`src/rtl/pulse_meas_pkg.sv`:
```
// Shared definitions for the pulse measurement block: FSM state encoding,
// the default counter width and the glitch-filter length used when
// PULSE_MEAS_GLITCH_FILTER_EN is defined.
package pulse_meas_pkg;

   // Default width of the period/width counters and results.
   localparam int CNT_W_DEF = 24;

   // Number of consecutive cycles the synchronized input must sit at a new
   // level before the filtered edge detector accepts the edge.
   localparam int FILT_LEN = 3;

   // Width of the run-length counter inside the glitch filter.
   localparam int FILT_CNT_W = $clog2(FILT_LEN);

   // Measurement FSM states. The encoding is also exported on the debug
   // state output of pulse_meas.
   typedef enum logic [1:0] {
      ST_IDLE = 2'd0,
      ST_HIGH = 2'd1,
      ST_LOW  = 2'd2
   } state_t;

endpackage

```
`src/rtl/pulse_meas_edge.sv`:
```
// Input conditioning for pulse_meas: SYNC_STAGES-deep synchronizer
// (SYNC_STAGES must be at least 2), optional glitch filter and one-cycle
// rise/fall strobes.
// Build option: PULSE_MEAS_GLITCH_FILTER_EN adds a stability filter that
// accepts an edge only after the synchronized input has held the new level
// for FILT_LEN consecutive cycles (2 cycles more latency than the plain
// detector, identical measured intervals for clean inputs).
module pulse_meas_edge
   import pulse_meas_pkg::*;
#(
   parameter int SYNC_STAGES = 2
)
(
   input  logic clk,
   input  logic rst,
   input  logic sig,
   output logic rise,
   output logic fall
);

   logic [SYNC_STAGES-1:0] sync_q;
   logic                   sync;

   // Synchronizer chain; all stages reset to 0 so a low input yields no edge.
   always_ff @(posedge clk or posedge rst) begin
      if (rst) begin
         sync_q <= '0;
      end else begin
         sync_q <= {sync_q[SYNC_STAGES-2:0], sig};
      end
   end

   assign sync = sync_q[SYNC_STAGES-1];

`ifdef PULSE_MEAS_GLITCH_FILTER_EN

   // Accepted (filtered) level and how many cycles in a row the synchronized
   // input has disagreed with it.
   logic                  level;
   logic [FILT_CNT_W-1:0] run;
   logic                  differs;
   logic                  accept;

   assign differs = (sync != level);
   assign accept  = differs && (run == FILT_CNT_W'(FILT_LEN - 1));

   // Run-length filter: any return to the accepted level restarts the count,
   // so excursions shorter than FILT_LEN cycles never produce an edge.
   always_ff @(posedge clk or posedge rst) begin
      if (rst) begin
         level <= 1'b0;
         run   <= '0;
      end else if (!differs) begin
         run <= '0;
      end else if (accept) begin
         level <= sync;
         run   <= '0;
      end else begin
         run <= run + FILT_CNT_W'(1);
      end
   end

   assign rise = accept & sync;
   assign fall = accept & ~sync;

`else

   logic prev;

   // Previous synchronized value; an edge is any cycle where it differs.
   always_ff @(posedge clk or posedge rst) begin
      if (rst) begin
         prev <= 1'b0;
      end else begin
         prev <= sync;
      end
   end

   assign rise = sync & ~prev;
   assign fall = ~sync & prev;

`endif

endmodule

```
`src/rtl/pulse_meas.sv`:
```
// Pulse period/width meter. Measures, in i_clk cycles, the interval between
// successive accepted rising edges of i_sig (o_period) and the high time of
// the pulse that started that interval (o_width).
// Build option: PULSE_MEAS_GLITCH_FILTER_EN enables the input glitch filter
// inside pulse_meas_edge; default build has no filter.
//
// Result handshake: a result is published in the cycle the closing rising
// edge is accepted; o_valid rises on the next cycle and holds, together with
// o_period/o_width, until a cycle with i_ack=1 (o_valid drops on the cycle
// after). i_ack while o_valid=0 does nothing. If a new result is published
// while o_valid=1 and i_ack=0 the result is overwritten and o_ovf is set;
// when the publish coincides with i_ack the new result simply replaces the
// acknowledged one and o_ovf is left alone.
module pulse_meas
   import pulse_meas_pkg::*;
#(
   parameter int CNT_W       = CNT_W_DEF,
   parameter int SYNC_STAGES = 2
)
(
   input  logic             i_clk,
   input  logic             i_rst,
   input  logic             i_en,
   input  logic             i_sig,
   input  logic             i_ack,
   output logic [CNT_W-1:0] o_period,
   output logic [CNT_W-1:0] o_width,
   output logic             o_valid,
   output logic             o_ovf,
   output logic             o_timeout,
   output logic [1:0]       o_state
);

   localparam logic [CNT_W-1:0] CNT_MAX = '1;
   localparam logic [CNT_W-1:0] CNT_ONE = CNT_W'(1);

   state_t           state;
   state_t           state_nxt;
   logic [CNT_W-1:0] cnt;
   logic [CNT_W-1:0] cnt_nxt;
   logic [CNT_W-1:0] width_cap;
   logic             rise;
   logic             fall;
   logic             en_q;
   logic             en_rise;
   logic             publish;
   logic             cap_width;
   logic             timeout_evt;

   pulse_meas_edge #(
      .SYNC_STAGES (SYNC_STAGES)
   ) u_edge (
      .clk  (i_clk),
      .rst  (i_rst),
      .sig  (i_sig),
      .rise (rise),
      .fall (fall)
   );

   assign en_rise = i_en & ~en_q;
   assign o_state = state;

   // FSM state register.
   always_ff @(posedge i_clk or posedge i_rst) begin
      if (i_rst) begin
         state <= ST_IDLE;
      end else begin
         state <= state_nxt;
      end
   end

   // Next state, counter update and the publish/capture/timeout events.
   // Saturation is checked before counting so the counter never wraps; a
   // rising edge in the saturated cycle still closes a valid period.
   always_comb begin
      state_nxt   = state;
      cnt_nxt     = cnt;
      publish     = 1'b0;
      cap_width   = 1'b0;
      timeout_evt = 1'b0;
      if (!i_en) begin
         // Disabled: drop any partial measurement, counter frozen.
         state_nxt = ST_IDLE;
      end else begin
         case (state)
            ST_IDLE: begin
               if (rise) begin
                  state_nxt = ST_HIGH;
                  cnt_nxt   = CNT_ONE;
               end
            end
            ST_HIGH: begin
               if (cnt == CNT_MAX) begin
                  state_nxt   = ST_IDLE;
                  timeout_evt = 1'b1;
               end else begin
                  cnt_nxt = cnt + CNT_ONE;
                  if (fall) begin
                     cap_width = 1'b1;
                     state_nxt = ST_LOW;
                  end
               end
            end
            ST_LOW: begin
               if (rise) begin
                  publish   = 1'b1;
                  state_nxt = ST_HIGH;
                  cnt_nxt   = CNT_ONE;
               end else if (cnt == CNT_MAX) begin
                  state_nxt   = ST_IDLE;
                  timeout_evt = 1'b1;
               end else begin
                  cnt_nxt = cnt + CNT_ONE;
               end
            end
            default: begin
               state_nxt = ST_IDLE;
            end
         endcase
      end
   end

   // Counter, captured width, published results and sticky status flags.
   always_ff @(posedge i_clk or posedge i_rst) begin
      if (i_rst) begin
         cnt       <= '0;
         width_cap <= '0;
         en_q      <= 1'b0;
         o_period  <= '0;
         o_width   <= '0;
         o_valid   <= 1'b0;
         o_ovf     <= 1'b0;
         o_timeout <= 1'b0;
      end else begin
         cnt  <= cnt_nxt;
         en_q <= i_en;

         if (cap_width) begin
            width_cap <= cnt;
         end

         if (publish) begin
            o_period <= cnt;
            o_width  <= width_cap;
            o_valid  <= 1'b1;
         end else if (i_ack) begin
            o_valid <= 1'b0;
         end

         // A fresh enable starts a clean status window.
         if (en_rise) begin
            o_ovf <= 1'b0;
         end else if (publish && o_valid && !i_ack) begin
            o_ovf <= 1'b1;
         end

         if (en_rise) begin
            o_timeout <= 1'b0;
         end else if (timeout_evt) begin
            o_timeout <= 1'b1;
         end
      end
   end

endmodule
```
`config.mk`:
```
export PLATFORM = sky130hd
export DESIGN_NAME = pulse_meas
export DESIGN_NICKNAME = d
export VERILOG_FILES = /design/src/rtl/pulse_meas_pkg.sv /design/src/rtl/pulse_meas_edge.sv /design/src/rtl/pulse_meas.sv
export SDC_FILE = /design/constraint.sdc
export NUM_CORES = 1
export LEC_CHECK = 0
export ABC_CLOCK_PERIOD_IN_PS = 9500
export BUFFER_PORTS_ARGS = -buffer_cell sky130_fd_sc_hd__buf_2
export CAP_MARGIN = 25
export CORE_MARGIN = 10
export CORE_UTILIZATION = 35
export CTS_CLUSTER_DIAMETER = 100
export DETAILED_ROUTE_END_ITERATION = 16
export GPL_TIMING_DRIVEN = 0
export SETUP_SLACK_MARGIN = 0.05
export SYNTH_ARGS = -nofsm -noshare
export SYNTH_HDL_FRONTEND = slang
export SYNTH_SLANG_ARGS = --single-unit
export TNS_END_PERCENT = 5
```
`constraint.sdc`:
```
create_clock -name i_clk -period 9.5 [get_ports i_clk]
set_clock_uncertainty 0.2 [all_clocks]
set_input_delay 1.425 -clock i_clk [delete_from_list [all_inputs] [get_ports i_clk]]
set_output_delay 1.425 -clock i_clk [all_outputs]
set_load 0.03 [all_outputs]
```
; ---- After elaboration in Yosys (flattened, before gate mapping)
; Cells that the tools add are included.
[totals]
ff_bits = 105
[classes]
addsub = 1
n_eq_ne = 7
n_mux = 28
n_bitwise = 6
n_reduce_logical = 10
[op_table]
columns = cell, n
row1 = $mux 24, 3
row2 = $pmux 24 s3, 1
row3 = $add 24x1->24 const B, 1
row4 = $eq 24x24->1 const B, 1
row5 = $mux 1, 16
row6 = $mux 2, 6
row7 = $ne 4x4->1 const B, 2
row8 = $pmux 2 s3, 1
row9 = $reduce_and 3->1, 2
row10 = $reduce_bool 2->1, 3
row11 = $and 1x1->1, 3
row12 = $ne 3x3->1 const B, 1
row13 = $not 1->1, 3
row14 = $reduce_bool 3->1, 1
row15 = $eq 2x1->1 const B, 1
row16 = $eq 2x2->1 const B, 1
row17 = $logic_and 1x1->1, 2
row18 = $logic_not 2->1, 1
row19 = $ne 2x2->1 const B, 1
row20 = $pmux 1 s2, 1
row21 = $logic_not 1->1, 1

; ---- Longest topological paths before layout
[depth]
word_depth = 9
mapped_depth = 8

; ---- Modules after synthesis
; Synthesis repeated with hierarchy kept, for this count alone.
[unflattened]
cells_unflattened = 350
area_unflattened_um2 = 4606.9
[by_module_without_submodules]
columns = module, instances, cells_each, area_each_um2, seq_area_each_um2
row1 = pulse_meas, 1, 344, 4513.1, 2552.4
row2 = pulse_meas_edge, 1, 6, 93.8, 75.1

; ---- Worst setup path before layout
; No wires, ideal clock.
[synth_timing]
kind = input port to flip-flop
start = input port i_en
end = register cnt[20]
setup_time_ns = 0.132
arrival_time_ns = 2.345
slack_ns = 6.823
path_stages = 5
cell_sequence = clkbuf_1 o2111ai_1 nor4_1 xnor2_1 nor2_1
[synth_between]
elab_chain_len = 1
[synth_rtl]
columns = element, line_no
row1 = start: declaration, pulse_meas.sv:23  ; input logic i_en,
row2 = $reduce_and 3->1 (no line), -
row3 = end signal: assignment, pulse_meas.sv:135  ; cnt <= cnt_nxt;
row4 = end: declaration, pulse_meas.sv:39  ; logic [CNT_W-1:0] cnt;
; Every way passes these cells.
; A chain may end at the register's enable or synchronous reset.

; ---- Worst setup path in the final report
[layout_timing]
start = input port i_en
end = register o_width[20]
[layout_between]
elab_chain_len = 1
[layout_rtl]
columns = element, line_no
row1 = $mux 1, pulse_meas.sv:81  ; if (!i_en) begin
row2 = end signal: assignment, pulse_meas.sv:144  ; o_width <= width_cap;
row3 = end: declaration, pulse_meas.sv:27  ; output logic [CNT_W-1:0] o_width,
; Every way passes these cells.

==> results.md <==
* PostCTS Resize Cnt at 0
* Register area at ~2600 µm²
* Starting Density at 35.9%
* Reg2Reg Setup Slack at roughly 6600 ps
* Largest net degree at the start of global routing at 58
* Hold buffers post-CTS at 0
* Hold Path Class: reg2reg
* Post-synth top cells: 105 x dfrtp_1, 69 x mux2_2, 18 x nand2_1
* Final WS setup at roughly 6500 ps
* Synth Flop Type: dfrtp_1
* Detailed placement HPWL at slightly above 7 mm
* Setup TNS at 0 ps
* Layout Cells excl Fill at 603
* # fillers at approximately 1200
* Static Leak at about 2.7 nW
* WP buf/inv at 2
* Sinks on Clock Net at 105
* Main area contributors after synthesis: dfrtp_1 57%, mux2_2 17%, a21oi_1 1.6%
* CP Data Arrival Time at roughly 3000 ps
* Total grt overflow at 0
* Final wirelength at 10.0 mm
* Endpoints failing setup at 0
* Endpoint class of the critical path: flip-flop
* Tmin final at slightly below 3000 ps
* Routed wire per std cell at about 17 µm
* Setup crit start kind: input pin
* Synthesized flop and latch total at around 110
* Worst VDD drop at ~74 µV
* Chip Width at between 100 and 150 µm
* Placed insts at 588
* 1st-pass router iterations at 4
* ANT nets after route at 0
* Post-DR vias/cell at 5.09
* # nets final at ~440
* Netlist cell types at 50
* Crit-path slowest cell: clkbuf_1
* CTS max path bufs at 2
* Routed vias at between 3000 and 4000
* Global Route Usage Sum at roughly an eighth
* Cells after synthesis at roughly 360
* Synthesis Warnings at 0
* Max_cap viols at 0
* CP required at 9530 ps
* Final Cycle Share at between 30% and 40%
* Post-Place Worst Slack at ~6200 ps
* Max_slew headroom at roughly 52%
* CTS Buf Count at 9
* Routability cong. at around 0.9
* CTS tree: built
* Post-synth top area share at between 50 and 60%
* Die outline height at 134 µm
* Area of the die at 18000 µm²
* Largest delay share family, worst path: buffers and inverters
* Fin. max-slew vios at 0
* Async SR Flop Fraction at 100%
* RSZ-0062 raised after global routing: false
* Leading area contributor after synthesis: dfrtp_1
* Total setup buffers inserted after CTS at 0
* Pwr/cell area at 195 nW/µm²
* Antenna violations before repair at 0
* Area of the multi-input gates at about 1800 µm²
* FF-to-FF End: width_cap[0]
* CP Launch Point: i_en
* Number of global-route vias before repair at 3153
* Kind of critical path: in2reg
* Worst Path Max Fanout at 10
* CP endpoint: o_width[20]
* Worst R2R Path Depth at 8
* Cell Area, Synth at 4570 µm²
* Htree depth at 3
* Avg Cell Area, Syn at around 13 µm²
* Number of flops mapped to enable cells by yosys at 0
* Worst slew pin tran at 724 ps
* Syn-to-layout area delta at 18.7%
* DR iter-0 viols at 205
* Number of buffers added on ports at 57
* Status: finished, final reports clean
* Max incr delay on CP at a little over 600 ps
* Syn_nets at 368
* RR Startpoint: cnt[0]
* Root Buffer: clkbuf_16
* Clk_lat worst skew at ~340 ps
* Fraction of layout cells with a size suffix above 1 at between 30 and 40%
* Clk slew on worst S/H paths at roughly 60 ps
* Most common cell in the synthesized netlist: dfrtp_1
* IO Count at 58
* Maximum clock rate at about 340 MHz
* First-pass GRT wire length at about 17 mm
* Fin. Hold Viols at 0
* Diode count at 0
* Core ar. at about 13000 µm²
* DRC violations left at 0
* Stages on the worst setup path at 4
* Sequential fraction of the synthesis area at around 57%
* Worst-path cell chain: buf_2, nand3_1, clkbuf_1, mux2_2
* # rows at between 40 and 50
==> stage by stage <==
| step | cell area [µm²] | utilization (%) | total power [mW] | hold WS (ps) |
|---|---|---|---|---|
| after floorplan | 4570 | - | 0.608 | 131 |
| after global placement | 5070 | 39.9 | 0.652 | 140 |
| after detailed placement | 5100 | 40.1 | 0.659 | 146 |
| after CTS | 5430 | 42.7 | 1.07 | 162 |
| after global routing | 5430 | 42.7 | 1.11 | 177 |
| final | 5430 | 42.7 | 1.06 | 156 |
==> logic make-up after synthesis <==
family                   Yosys count  synth area share, %
AND/OR/NAND/NOR                   90                 11.5
multiplexers                      70                 17.2
AO/OA/AOI/OAI                     54                 8.18
buffers and inverters             24                 2.33
flip-flops                       105                 57.5
XOR/XNOR                          10                 1.92
adder cells (fa/ha/maj)            5                 1.37
==> flip-flops by register name (all words and copies together) (netlist names), 2 cells and up <==
register       flops
o_period          24
width_cap         24
o_width           24
o_state            2
cnt               24
u_edge.sync_q      2
==> worst min-delay path by stage <==
stage,from,to,slack (ps),cells after the start
after floorplan,u_edge.sync_q[0],u_edge.sync_q[1],130,0
after global placement,u_edge.sync_q[0],u_edge.sync_q[1],140,0
after detailed placement,u_edge.sync_q[0],u_edge.sync_q[1],150,0
after CTS,u_edge.sync_q[0],u_edge.sync_q[1],160,0
after global routing,u_edge.sync_q[0],u_edge.sync_q[1],180,0
final,u_edge.sync_q[0],u_edge.sync_q[1],160,0
==> per-layer routing <==
layer  wire (µm)  track usage, %
met4         150            4.41
met1        4700            15.2
met5           0               0
met2        4540            17.7
met3         642            3.62
==> where the power goes <==
part	switching (mW)	internal, mW	leakage [nW]
registers	0.0214	0.473	1.45
logic	0.101	0.0535	1.10
clock network	0.153	0.256	0.157
==> area by class of cell <==
class | count | area share [%]
clock inverter | 3 | 1.66
clock buffer | 12 | 4.35
multi-input combinational | 229 | 33.9
inverter | 8 | 0.599
timing repair buffer | 58 | 5.76
tap | 172 | 3.96
sequential | 105 | 48.4
buffer | 16 | 1.41
==> cell usage in the layout (no fill, tap or decap), types with 3 or more instances in the layout <==
cell and count:
dfrtp_1 105, mux2_2 69, buf_2 59, nand2_1 18, a21oi_1 15, nor2_1 15
o21ai_0 15, clkbuf_1 12, or3_1 11, nand3_1 10, clkbuf_16 9, inv_1 7
xnor2_1 7, nor2b_1 5, and3_1 5, a31oi_1 5, ha_1 5, nand4_1 4
and4_1 3, buf_4 3, xor2_1 3, o2111ai_1 3, bufinv_16 3
No activity file was read; power rests on OpenSTA's default activity.
